`src/rtl/uart_pkg.sv`:
```
// Shared definitions for the UART receive path: the receiver state encoding,
// default frame and oversampling parameters, and the half-bit index helper.
package uart_pkg;

  typedef enum logic [2:0] {
    IDLE   = 3'd0,
    START  = 3'd1,
    DATA   = 3'd2,
    PARITY = 3'd3,
    STOP   = 3'd4,
    BREAK  = 3'd5
  } state_t;

  localparam int OVERSAMPLE_DEF = 16;
  localparam int DATA_BITS_DEF  = 8;

  // Tick index that lands on the centre of the start bit, counted from the
  // cycle the falling edge is first seen.
  function automatic int half_bit_idx(input int os);
    return os / 2 - 1;
  endfunction

endpackage

```
`src/rtl/bit_sync.sv`:
```
// Multi-flop synchroniser for a single asynchronous input. Resets to 1 so
// that an idle-high serial line does not look like a start edge on reset exit.
module bit_sync #(
  parameter int STAGES = 2
) (
  input  logic clk,
  input  logic rst,
  input  logic d,
  output logic q
);

  logic [STAGES-1:0] ff;

  // Shift the input through the flop chain; oldest stage drives q.
  always_ff @(posedge clk) begin
    if (rst) ff <= '1;
    else     ff <= {ff[STAGES-2:0], d};
  end

  assign q = ff[STAGES-1];

endmodule

```
`src/rtl/uart_rx_os.sv`:
```
// Oversampling UART receiver. Samples the synchronised rx line once per bit
// at bit centre using the baud_tick strobe (OVERSAMPLE ticks per bit).
// Optional macro UART_RX_PARITY_EN adds one even-parity bit after the data.
//
//   state  | meaning
//   IDLE   | line idle, waiting for rx_s low
//   START  | counting to start-bit centre, rejects glitches
//   DATA   | sampling DATA_BITS data bits, LSB first
//   PARITY | sampling the even-parity bit (parity build only)
//   STOP   | sampling the stop bit, issues rx_valid / frame_err
//   BREAK  | stop bit was low, waiting for the line to return high
module uart_rx_os
  import uart_pkg::*;
#(
  parameter int DATA_BITS   = DATA_BITS_DEF,
  parameter int OVERSAMPLE  = OVERSAMPLE_DEF,
  parameter int SYNC_STAGES = 2
) (
  input  logic                 clk,
  input  logic                 rst,
  input  logic                 baud_tick,
  input  logic                 rx,
  output logic [DATA_BITS-1:0] rx_data,
  output logic                 rx_valid,
  output logic                 frame_err,
  output logic                 parity_err,
  output logic                 busy
);

  localparam int SW = $clog2(OVERSAMPLE);
  localparam int NW = $clog2(DATA_BITS);
  localparam logic [SW-1:0] S_HALF = SW'(half_bit_idx(OVERSAMPLE));
  localparam logic [SW-1:0] S_LAST = SW'(OVERSAMPLE - 1);
  localparam logic [NW-1:0] N_LAST = NW'(DATA_BITS - 1);

  state_t               state;
  logic [SW-1:0]        s;
  logic [NW-1:0]        n;
  logic [DATA_BITS-1:0] shreg;
  logic                 rx_s;

  bit_sync #(.STAGES(SYNC_STAGES)) u_sync (
    .clk (clk),
    .rst (rst),
    .d   (rx),
    .q   (rx_s)
  );

`ifdef UART_RX_PARITY_EN
  logic par_bit;
  logic par_bad;
  // Even parity: data bits plus parity bit must contain an even number of ones.
  assign par_bad = par_bit ^ (^shreg);
`else
  assign parity_err = 1'b0;
`endif

  assign busy = (state != IDLE);

  // Receiver FSM with registered one-cycle strobes.
  always_ff @(posedge clk) begin
    if (rst) begin
      state     <= IDLE;
      s         <= '0;
      n         <= '0;
      shreg     <= '0;
      rx_data   <= '0;
      rx_valid  <= 1'b0;
      frame_err <= 1'b0;
`ifdef UART_RX_PARITY_EN
      par_bit    <= 1'b0;
      parity_err <= 1'b0;
`endif
    end else begin
      rx_valid  <= 1'b0;
      frame_err <= 1'b0;
`ifdef UART_RX_PARITY_EN
      parity_err <= 1'b0;
`endif
      case (state)
        IDLE: begin
          if (!rx_s) begin
            state <= START;
            s     <= '0;
          end
        end
        START: begin
          if (baud_tick) begin
            if (s == S_HALF) begin
              if (!rx_s) begin
                state <= DATA;
                s     <= '0;
                n     <= '0;
              end else begin
                state <= IDLE;
              end
            end else begin
              s <= s + 1'b1;
            end
          end
        end
        DATA: begin
          if (baud_tick) begin
            if (s == S_LAST) begin
              shreg <= {rx_s, shreg[DATA_BITS-1:1]};
              s     <= '0;
              if (n == N_LAST) begin
`ifdef UART_RX_PARITY_EN
                state <= PARITY;
`else
                state <= STOP;
`endif
              end else begin
                n <= n + 1'b1;
              end
            end else begin
              s <= s + 1'b1;
            end
          end
        end
`ifdef UART_RX_PARITY_EN
        PARITY: begin
          if (baud_tick) begin
            if (s == S_LAST) begin
              par_bit <= rx_s;
              s       <= '0;
              state   <= STOP;
            end else begin
              s <= s + 1'b1;
            end
          end
        end
`endif
        STOP: begin
          if (baud_tick) begin
            if (s == S_LAST) begin
              s <= '0;
`ifdef UART_RX_PARITY_EN
              parity_err <= par_bad;
`endif
              if (rx_s) begin
                rx_data  <= shreg;
                rx_valid <= 1'b1;
                state    <= IDLE;
              end else begin
                frame_err <= 1'b1;
                state     <= BREAK;
              end
            end else begin
              s <= s + 1'b1;
            end
          end
        end
        BREAK: begin
          if (rx_s) state <= IDLE;
        end
        default: state <= IDLE;
      endcase
    end
  end

endmodule

```
`config.mk`:
```
export PLATFORM = sky130hd
export DESIGN_NAME = uart_rx_os
export DESIGN_NICKNAME = d
export VERILOG_FILES = /design/src/rtl/uart_pkg.sv /design/src/rtl/bit_sync.sv /design/src/rtl/uart_rx_os.sv
export SDC_FILE = /design/constraint.sdc
export NUM_CORES = 1
export LEC_CHECK = 0
export ABC_AREA = 0
export CAP_MARGIN = 20
export CORE_ASPECT_RATIO = 2
export CORE_UTILIZATION = 40
export CTS_BUF_LIST = sky130_fd_sc_hd__clkbuf_16
export CTS_CLUSTER_SIZE = 10
export DETAILED_ROUTE_END_ITERATION = 6
export DONT_BUFFER_PORTS = 1
export GPL_ROUTABILITY_DRIVEN = 0
export GPL_TIMING_DRIVEN = 1
export PLACE_DENSITY = 0.63
export SKIP_LAST_GASP = 1
export SYNTH_ARGS = -nofsm -noshare
export SYNTH_HDL_FRONTEND = slang
export SYNTH_SLANG_ARGS = --single-unit
export TNS_END_PERCENT = 20
```
`constraint.sdc`:
```
create_clock -name clk -period 2.3 [get_ports clk]
set_input_delay 0.345 -clock clk [delete_from_list [all_inputs] [get_ports clk]]
set_output_delay 0.345 -clock clk [all_outputs]
set_load 0.1 [all_outputs]
```
# [Yosys cells after proc, flatten, opt, wreduce, memory -nomap -nowiden]
# Cells that the tools add are included.
[totals] wordCells=70 output_inout_bits=12 regBits=30
[op_classes] n_eq_ne=19 add_sub_neg=2 n_mux=27 n_reduce_logical=11 n_bitwise=3
[ops] operator="$mux 3" count=16
[ops] operator="$mux 4" count=5
[ops] operator="$ne 2x2->1 const B" count=10
[ops] operator="$pmux 3 s5" count=1
[ops] operator="$pmux 4 s3" count=1
[ops] operator="$eq 3x3->1 const B" count=3
[ops] operator="$reduce_and 9->1" count=1
[ops] operator="$reduce_and 7->1" count=1
[ops] operator="$pmux 3 s2" count=1
[ops] operator="$reduce_and 3->1" count=2
[ops] operator="$reduce_bool 3->1" count=2
[ops] operator="$add 4x1->4 const B" count=1
[ops] operator="$eq 4x3->1 const B" count=1
[ops] operator="$eq 4x4->1 const B" count=1
[ops] operator="$ne 2x1->1 const B" count=2
[ops] operator="$reduce_and 4->1" count=1
[ops] operator="$reduce_or 4->1" count=1
[ops] operator="$add 3x1->3 const B" count=1
[ops] operator="$eq 3x1->1 const B" count=1
[ops] operator="$eq 3x2->1 const B" count=1
[ops] operator="$logic_not 3->1" count=1
[ops] operator="$not 1->1" count=3
[ops] operator="$mux 1" count=2
[ops] operator="$mux 2" count=1
[ops] operator="other kinds (2)" count=2

# [Longest topological paths before layout]
# Gate-level depths: netlist of the first run.
[logic_depth] ltp_word=5 mapped_depth=6 depth_no_buf=6

# [Cells and area by module]
# A second synthesis of the first run with hierarchy kept.
[hier_totals] cells_unflattened=148 hier_area_um2=1408.9
[modules_own_cells] module="uart_rx_os" cells_each=144 area_each_um2=1356.3 n_inst=1
[modules_own_cells] module="bit_sync" cells_each=4 area_each_um2=52.6 n_inst=1

# [Least setup slack after synthesis of the first run]
# OpenSTA, ideal clock, no wires.
[synth_path] path_type="flip-flop to output port" startpoint="reg state[1]" endpoint="out busy" t_required_ns=1.955 t_arrival_ns=1.309 path_slack_ns=0.646 path_buffers=1 path_stages_with_launch=3 cell_sequence="dfxtp_1 -> buf_2 -> or3_1"
[synth_via] elab_chain_cells=1
[synth_rtl] item="start, declared" line_no="uart_rx_os.sv:36" text="state_t state;"
[synth_rtl] item="start signal, assigned" line_no="uart_rx_os.sv:63" text="state <= IDLE;"
[synth_rtl] item="start signal, assigned" line_no="uart_rx_os.sv:83" text="state <= START;"
[synth_rtl] item="start signal, assigned" line_no="uart_rx_os.sv:91" text="state <= DATA;"
[synth_rtl] item="$reduce_bool 3->1" line_no="uart_rx_os.sv:58" text="assign busy = (state != IDLE);"
[synth_rtl] item="end, declared" line_no="uart_rx_os.sv:27" text="output logic busy"
# No other way between the ends.

# [Worst setup path in the final report of the first run]
[layout_path] startpoint="reg s[0]" endpoint="reg rx_data[7]"
[layout_via] elab_chain_cells=2
[layout_rtl] item="start, declared" line_no="uart_rx_os.sv:37" text="logic [SW-1:0] s;"
[layout_rtl] item="start signal, assigned" line_no="uart_rx_os.sv:98" text="s <= s + 1'b1;"
[layout_rtl] item="start signal, assigned" line_no="uart_rx_os.sv:117" text="s <= s + 1'b1;"
[layout_rtl] item="start signal, assigned" line_no="uart_rx_os.sv:150" text="s <= s + 1'b1;"
[layout_rtl] item="$eq 4x4->1" line_no="uart_rx_os.sv:136" text="if (s == S_LAST) begin"
[layout_rtl] item="$reduce_and 4->1 (no source line)"
[layout_rtl] item="end signal, assigned" line_no="uart_rx_os.sv:142" text="rx_data <= shreg;"
[layout_rtl] item="end, declared" line_no="uart_rx_os.sv:23" text="output logic [DATA_BITS-1:0] rx_data,"
# No other way between the ends.
# A chain may end at the register's enable or synchronous reset.

==> impl_metrics.toml, run 1 <==
[global_routing]
grt_max_degree = 31
antenna_found_initial = 0
grt_pass1_vias = 1163
grt_usage = 0.1810
grt_pass1_wl_um = 5175
grt_remaining_overflow = 0

[routing]
dr.pass1.iters = 4
wl_per_cell_um = 13.71
vias_per_cell = 5.441
antenna_left = 0
vias = 1159
wl_um = 2921
post-route-drc-count = 0
drt_iter0_markers = 33

[yosys]
avgSynthCellArea_um2 = 9.146
ys_ff_latch = 30
yosys_warnings = 0
synth-edff-count = 0
synth.cell_area_um2 = 1445
ys.flop_type = "dfxtp_1"
async_reset_ff_frac = 0
synth_nets = 165
ys_types = 48
seq_area_frac_synth = 0.4156
syn-instance-count = 158

[floorplanning]
initial_utilization = 0.4231
die_x_um = 44.50
die_h_um = 87
dieArea_um2 = 3872
row_count = 30
io_pins = 16
core_area_um2 = 3416

[layout]
layout.nets = 173
fillCellCount = 326
drive_above_1_share = 0.1455
synthToLayoutAreaGrowth_pct = 15.41
antenna_cells = 0

[power_and_ir_drop]
internal-power_mw = 0.9343
p_comb_frac = 0.060
p_per_area_nw_per_um2 = 716.4
finalPower_mw = 1.195
peakVddDrop_mv = 0.6910
p_leak_nw = 0.7034
switchingPower_mw = 0.2606
clkPwrFrac = 0.489
p_sw_frac = 0.2181
seqPwrFrac = 0.450

[clock_tree]
cts_resized = 0
cts_buffers = 5
cts_setup_buffers = 0
clockBufferDepth = 2
clk_pin_slew_ps = 50
clk_latency_ps = 270
clock-sinks = 30
cts_root_buf = "clkbuf_16"
postCtsHoldBufs = 0
tritoncts = "yes"
h-tree-depth = 2

[setup_path]
cp_data_required_time_ps = 2460
path_cells = "ha_1 > and3_1 > and4_1 > mux2i_1 > nor2_1"
worstPathMaxFanout = 9
crit_slowest_cell = "and4_1"
path_buf_inv = 0
slowest_delay_ps = 540
critPathTopFamily = "simple AND/OR/NAND/NOR gates"
worstSetupPathType = "flop to flop"
critPathLaunchType = "flop"
end_kind = "flop"
cp.arrival_ps = 2000

[sta]
hold_violations = 0
finalCriticalPeriod_ps = 1835
hold_slack_ps = 138.8
fin_setup_tns_ps = 0
worst-slew-pin-transition_ps = 528.6
max_freq_mhz = 545.0
rsz0062_at_grt = "no"
fin_skew_ps = 3.361
relSlewSlack = 0.6471
final_max_slew_viol_count = 0
setup_viol = 0
fin_crit_sh = 0.7977

[placement]
dpl.hpwl_um = 2071
io_buffer_count = 0

[status]
status = "completed"

[flow_run]
cap_violations = 0

[hold_path]
hp-class = "input port to flop"
[layout by cell type, fill, tap and decap left out, types with 3 or more instances in the layout]
cell	count
a21oi_1	4
buf_4	11
clkbuf_16	5
dfxtp_1	30
ha_1	3
inv_1	5
mux2i_1	16
nand2_1	5
nand3_1	3
nor2_1	22
nor3_1	3
nor3b_1	4
o21ai_0	5
or3_1	3
[final cells by class]
type	count	area (µm²)	area share
multi-input cells	113	777.0	0.4659
flip-flops and latches	30	600.6	0.3601
clock buffers	5	125.1	0.07502
repair buffers	11	82.58	0.04951
well taps	48	60.06	0.03601
inverters	5	18.77	0.01125
clock inverters	1	3.754	0.002251
[registers in the layout, indices dropped and copies added, names as in the netlist]
signal and flops:
shreg 8, state 3, u_sync.ff 2, n 3
s 4, frame_err 1, rx_valid 1, rx_data 8
[kinds of logic after synthesis]
kind of cell | after synthesis | synth area share
fa+ha+maj | 3 | 0.02598
buf+inv | 15 | 0.04675
compound gates | 27 | 0.1333
mux | 17 | 0.1186
simple gates | 63 | 0.2450
flops | 30 | 0.4156
other cells | 1 | 0.002595
xor+xnor | 2 | 0.01212
[Yosys cell counts, types with 3 or more instances]
master / number / share of area
dfxtp_1: 30 / 0.42
nor2_1: 22 / 0.057
mux2i_1: 16 / 0.11
clkbuf_1: 5 / 0.013
inv_1: 5 / 0.013
nand2_1: 5 / 0.013
o21ai_0: 5 / 0.017
a21oi_1: 4 / 0.014
nor3b_1: 4 / 0.021
buf_2: 3 / 0.010
ha_1: 3 / 0.026
nand3_1: 3 / 0.010
nor3_1: 3 / 0.010
or3_1: 3 / 0.013
[per-layer routing]
metal  GRT usage  vias to the layer above  routed length, µm
met4      0.1267                        0                 97
met5           0                        -                  0
met2      0.2995                       21               1594
met1      0.1915                      558               1139
met3     0.04564                        7                 90
li1            -                      573                  -
[worst register-to-register path, delay by kind of cell (launching register included)]
family	cells	cell delay, ps
fa+ha+maj	1	240
flops	1	360
mux	1	250
simple gates	3	880
[path summary, 6_finish.rpt]
| kind | slack [ps] | depth (start not counted) | endpoint | start |
|---|---|---|---|---|
| worst max-delay path | 470 | 5 | rx_data[7] | s[0] |
| worst min-delay path | 140 | 1 | n[2] | rst |
| worst max register to register | 470 | 5 | rx_data[7] | s[0] |
| worst min register to register | 410 | 1 | u_sync.ff[1] | u_sync.ff[0] |
[through the flow]
stage          area [µm²]  utilization  std cells  setup WS (ps)
2_1_floorplan        1445            -        158          645.6
3_3_place_gp         1539       0.4505        207          492.4
3_5_place_dp         1539       0.4505        207          477.8
4_1_cts              1668       0.4883        213          466.8
5_1_grt              1668       0.4883        213          293.1
6_report             1668       0.4883        213          465.2
[power groups by stage]
stage                     clock (mW)  combinational, mW  sequential, mW
after floorplan                    0             0.0747           0.542
after global placement             0             0.0712           0.547
after detailed placement           0             0.0720           0.548
after CTS                      0.594             0.0725           0.538
after global routing           0.616             0.0792           0.540
final                          0.584             0.0722           0.538
Note: power is estimated with default switching activity, not from simulation.
==> inputs of run 2 (changes only) <==
==> constraint.sdc (replaced) <==
create_clock -name clk -period 1.9 [get_ports clk]
set_input_delay 0.285 -clock clk [delete_from_list [all_inputs] [get_ports clk]]
set_output_delay 0.285 -clock clk [all_outputs]
set_load 0.1 [all_outputs]
==> run 2 against run 1 <==
Effect of this change:
- clock-buffer cell count did not move
- critical path type unchanged
- via count grew 0.86%
- largest power group unchanged
- maximum frequency rose by 2.7%
- register-to-register slack got worse by 350 ps
- die area unchanged
- sequential share of layout area shrank 0.82 points
- non-clock buffer count rose by 4
==> impl_metrics.toml, run 2 (synthesis results as in run 1) <==
[clock_tree]
clockBufferDepth = 2
cts_resized = 0
cts_setup_buffers = 0
h-tree-depth = 2
tritoncts = "yes"
clock-sinks = 30
postCtsHoldBufs = 0
cts_buffers = 5
cts_root_buf = "clkbuf_16"
clk_latency_ps = 270
clk_pin_slew_ps = 50

[sta]
fin_setup_tns_ps = 0
setup_viol = 0
final_max_slew_viol_count = 0
hold_violations = 0
max_freq_mhz = 559.5
fin_skew_ps = 3.029
rsz0062_at_grt = "no"
setup_ws_ps = 112.8
finalCriticalPeriod_ps = 1787
fin_crit_sh = 0.9406

[floorplanning]
dieArea_um2 = 3872
row_count = 30
initial_utilization = 0.4231
die_h_um = 87
die_x_um = 44.50
io_pins = 16
core_area_um2 = 3416

[setup_path]
worstRegToRegCells = 6
worstPathMaxFanout = 6
crit_slowest_cell = "or4_1"
r2r-end = "n[0]"
path_cells = "ha_1 > ha_1 > nor3b_1 > o2bb2ai_1 > or4_1 > a21oi_1"
slowest_delay_ps = 490
critPathCapture = "n[0]"
r2r_slack_ps = 110
critPathLaunchType = "flop"
cp.arrival_ps = 2000
worstSetupPathType = "flop to flop"
cp_data_required_time_ps = 2110
end_kind = "flop"
critPathLaunch = "n[0]"
cp_common_cell = "ha_1"
r2r_start = "n[0]"

[global_routing]
grt_use_met2 = 0.3503
antenna_found_initial = 0
grt_remaining_overflow = 0
grt_max_degree = 31
grtUsageMet1 = 0.1617
top_usage_layer = "met2"
grt_usage = 0.1868
grt_use_met3 = 0.05187
grt_pass1_vias = 1250
grt_pass1_wl_um = 5250

[routing]
vias = 1169
antenna_left = 0
vias_per_cell = 5.338
post-route-drc-count = 0
drt_iter0_markers = 44
dr.pass1.iters = 4
wl_per_cell_um = 14.29
wl_um = 3130

[placement]
io_buffer_count = 0
pre_cts_ws_ps = 108.8
dpl.hpwl_um = 2326

[power_and_ir_drop]
p_per_area_nw_per_um2 = 865.4
peakVddDrop_mv = 0.8559
p_leak_nw = 0.7343
finalPower_mw = 1.477

[flow_run]
cap_violations = 0

[layout]
utilization = 0.4996
layout.nets = 177
synthToLayoutAreaGrowth_pct = 18.10
final_cell_mix = "dfxtp_1 (30), nor2_1 (22), mux2i_1 (16)"
reg_top3 = "rx_data: 8 flops, shreg: 8 flops, s: 4 flops"
multi_input_area_um2 = 777.0
antenna_cells = 0
final_common_cell = "dfxtp_1"
drive_above_1_share = 0.1696
seq_area_um2 = 600.6
fillCellCount = 328

[status]
status = "completed"

[hold_path]
hp-class = "input port to flop"
-- run 2: changes by cell type in the layout (fill, tap and decap cells not counted), sizes merged --
cell / change
buf: +4
clkinv: +1
inv: +1
-- run 2: per-layer routing --
metal	routed length, µm	part of all wire
met1	1147	0.37
met2	1773	0.57
met3	125	0.040
met4	83	0.027
met5	0	0
-- run 2: area by class of cell --
cell class                      count  area share
Clock buffer                        5     0.07331
Tap cell                           48     0.03519
Clock inverter                      3    0.007331
Timing Repair Buffer               15     0.06598
Inverter                            5     0.01100
Sequential cell                    30      0.3519
Multi-Input combinational cell    113      0.4553
-- run 2: worst min-delay path by stage --
stage                     start            to  slack [ps]  cells after the start
final                       rst          n[0]          70                      1
after detailed placement    rst          n[0]         360                      1
after global placement      rst          n[2]         360                      1
after CTS                   rst          n[0]          70                      1
after floorplan              rx  u_sync.ff[0]         390                      1
after global routing        rst          n[0]          70                      1
-- run 2: through the flow --
| stage | std cells | hold WS (ps) | area, µm² |
|---|---|---|---|
| 6_report | 219 | 74.31 | 1707 |
| 5_1_grt | 219 | 71.73 | 1707 |
| 4_1_cts | 219 | 70.79 | 1707 |
| 3_5_place_dp | 211 | 359.7 | 1569 |
| 3_3_place_gp | 211 | 357.5 | 1569 |
| 2_1_floorplan | 158 | 388.8 | 1445 |
-- run 2: where the power goes --
| part | internal (mW) | switching (mW) | leakage (nW) |
|---|---|---|---|
| registers | 0.638 | 0.0102 | 0.242 |
| logic | 0.0330 | 0.0631 | 0.420 |
| clock network | 0.471 | 0.262 | 0.0724 |
-- run 2: worst max-delay path, delay by kind of cell (launching register included) --
kind                     cells  cell delay (ps)
adder cells (fa/ha/maj)      2              410
AND/OR/NAND/NOR              2              690
flip-flops                   1              320
AO/OA/AOI/OAI                2              300
==> inputs of run 3 (changes only) <==
--- a/config.mk
+++ b/config.mk
@@ -7,15 +7,16 @@
 export LEC_CHECK = 0
 export ABC_AREA = 0
 export CAP_MARGIN = 20
+export CELL_PAD_IN_SITES_DETAIL_PLACEMENT = 1
+export CELL_PAD_IN_SITES_GLOBAL_PLACEMENT = 1
 export CORE_ASPECT_RATIO = 2
 export CORE_UTILIZATION = 40
 export CTS_BUF_LIST = sky130_fd_sc_hd__clkbuf_16
-export CTS_CLUSTER_SIZE = 10
 export DETAILED_ROUTE_END_ITERATION = 6
 export DONT_BUFFER_PORTS = 1
 export GPL_ROUTABILITY_DRIVEN = 0
 export GPL_TIMING_DRIVEN = 1
-export PLACE_DENSITY = 0.63
+export PLACE_DENSITY = 0.76
 export SKIP_LAST_GASP = 1
 export SYNTH_ARGS = -nofsm -noshare
 export SYNTH_HDL_FRONTEND = slang
==> run 3 against run 2 <==
Effect of this change:
- core utilization increased by 0.88 points
- sequential power about the same
- die area unchanged
- via count increased by 2.5%
- clock skew increased by 3.4 ps
- worst setup slack got worse by 1.3 ps
- first-iteration DRC count decreased by 52%
- sequential share of layout area decreased by 0.46 points
- maximum frequency about the same
- final cell count decreased by 0.91%
- global-route usage increased by 1.9 points
- wire length increased by 15%
- highest routed layer unchanged
==> impl_metrics.toml, run 3 (synthesis results as in run 1) <==
[global_routing]
grt_max_degree = 31
grt_pass1_wl_um = 5878
grt_pass1_vias = 1267
antenna_found_initial = 0
grt_use_met2 = 0.3797
grt_use_met3 = 0.06224
grt_usage = 0.2062
top_usage_layer = "met2"
grt_remaining_overflow = 0
grtUsageMet1 = 0.2047

[sta]
setup_viol = 0
setup_ws_ps = 111.4
finalCriticalPeriod_ps = 1789
fin_crit_sh = 0.9413
final_max_slew_viol_count = 0
fin_skew_ps = 6.387
rsz0062_at_grt = "yes"
max_freq_mhz = 559.1
hold_violations = 0

[clock_tree]
clock-sinks = 30
cts_root_buf = "clkbuf_16"
postCtsHoldBufs = 0
clk_pin_slew_ps = 50
cts_setup_buffers = 0
clk_latency_ps = 280
h-tree-depth = 2
cts_buffers = 5
tritoncts = "yes"
cts_resized = 0
clockBufferDepth = 2

[floorplanning]
core_area_um2 = 3416
die_x_um = 44.50
dieArea_um2 = 3872
die_h_um = 87
initial_utilization = 0.4231
io_pins = 16
row_count = 30

[setup_path]
critPathLaunchType = "flop"
worstSetupPathType = "flop to flop"
path_buf_inv = 0
slowest_delay_ps = 490
worstPathMaxFanout = 6
critPathTopFamily = "simple AND/OR/NAND/NOR gates"
cp_common_cell = "ha_1"
cp_data_required_time_ps = 2110
path_cells = "ha_1 > ha_1 > nor3b_2 > o2bb2ai_2 > or4_1 > a21oi_1"
crit_slowest_cell = "or4_1"
cp.arrival_ps = 2000
end_kind = "flop"

[power_and_ir_drop]
p_leak_nw = 0.7418
p_per_area_nw_per_um2 = 938.8
peakVddDrop_mv = 0.8086
finalPower_mw = 1.630

[placement]
io_buffer_count = 0
pre_cts_ws_ps = 102.2
dpl.hpwl_um = 2471

[layout]
antenna_cells = 0
fillCellCount = 393
layout.nets = 175
drive_above_1_share = 0.1834
final_cell_mix = "dfxtp_1 (28), nor2_1 (22), mux2i_1 (16)"
synthToLayoutAreaGrowth_pct = 20.17
reg_top3 = "rx_data: 8 flops, shreg: 8 flops, s: 4 flops"
final_common_cell = "dfxtp_1"

[routing]
post-route-drc-count = 0
vias = 1198
dr.pass1.iters = 4
antenna_left = 0
wl_per_cell_um = 16.62
drt_iter0_markers = 21
vias_per_cell = 5.521
wl_um = 3606

[flow_run]
cap_violations = 0

[hold_path]
hp-class = "input port to flop"

[status]
status = "completed"
-- run 3: changes by cell type in the layout (fill, tap and decap cells not counted), sizes merged --
| cell | change |
|---|---|
| inv | +1 |
| buf | -2 |
| clkinv | -2 |
| bufinv | +1 |
-- run 3: power breakdown --
group,total [mW],internal [mW],switching (mW)
registers,0.649,0.637,0.0119
clock network,0.882,0.607,0.275
logic,0.0994,0.0347,0.0647
total,1.63,1.28,0.351
-- run 3: worst reg2reg max path: cells and delay by family (launching register included) --
family / cells / cell delay, ps
simple gates: 2 / 710
fa+ha+maj: 2 / 440
compound gates: 2 / 250
flops: 1 / 320
-- run 3: area by class of cell --
cell class              count  area, µm²  area share
repair buffers             13      97.59     0.05620
clock buffers               5      125.1     0.07205
flip-flops and latches     30      603.1      0.3473
clock inverters             3      37.54     0.02161
multi-input cells         113      794.5      0.4575
inverters                   5      18.77     0.01081
well taps                  48      60.06     0.03458
-- run 3: final timing paths --
check,from,endpoint,slack (ps),cells after the start
setup reg to reg,n[0],n[0],110,6
setup / recovery,n[0],n[0],110,6
hold / removal,rst,n[1],70,1
hold reg to reg,u_sync.ff[0],u_sync.ff[1],410,1
-- run 3: routing by layer --
layer  share of wire  vias up
met3           0.034        7
met5               0        -
met1            0.38      588
met2            0.57       22
met4           0.016        0
li1                -      581
-- run 3: stage by stage --
stage            util  cell area, µm²  std cells  TNS [ps]  hold WS, ps
6_report       0.5084            1737        217         0        74.70
5_1_grt        0.5084            1737        217    -36.14        72.36
4_1_cts        0.5026            1717        217         0        70.13
3_5_place_dp   0.4549            1554        209         0        359.8
3_3_place_gp   0.4549            1554        209         0        358.4
2_1_floorplan       -            1445        158         0        388.8
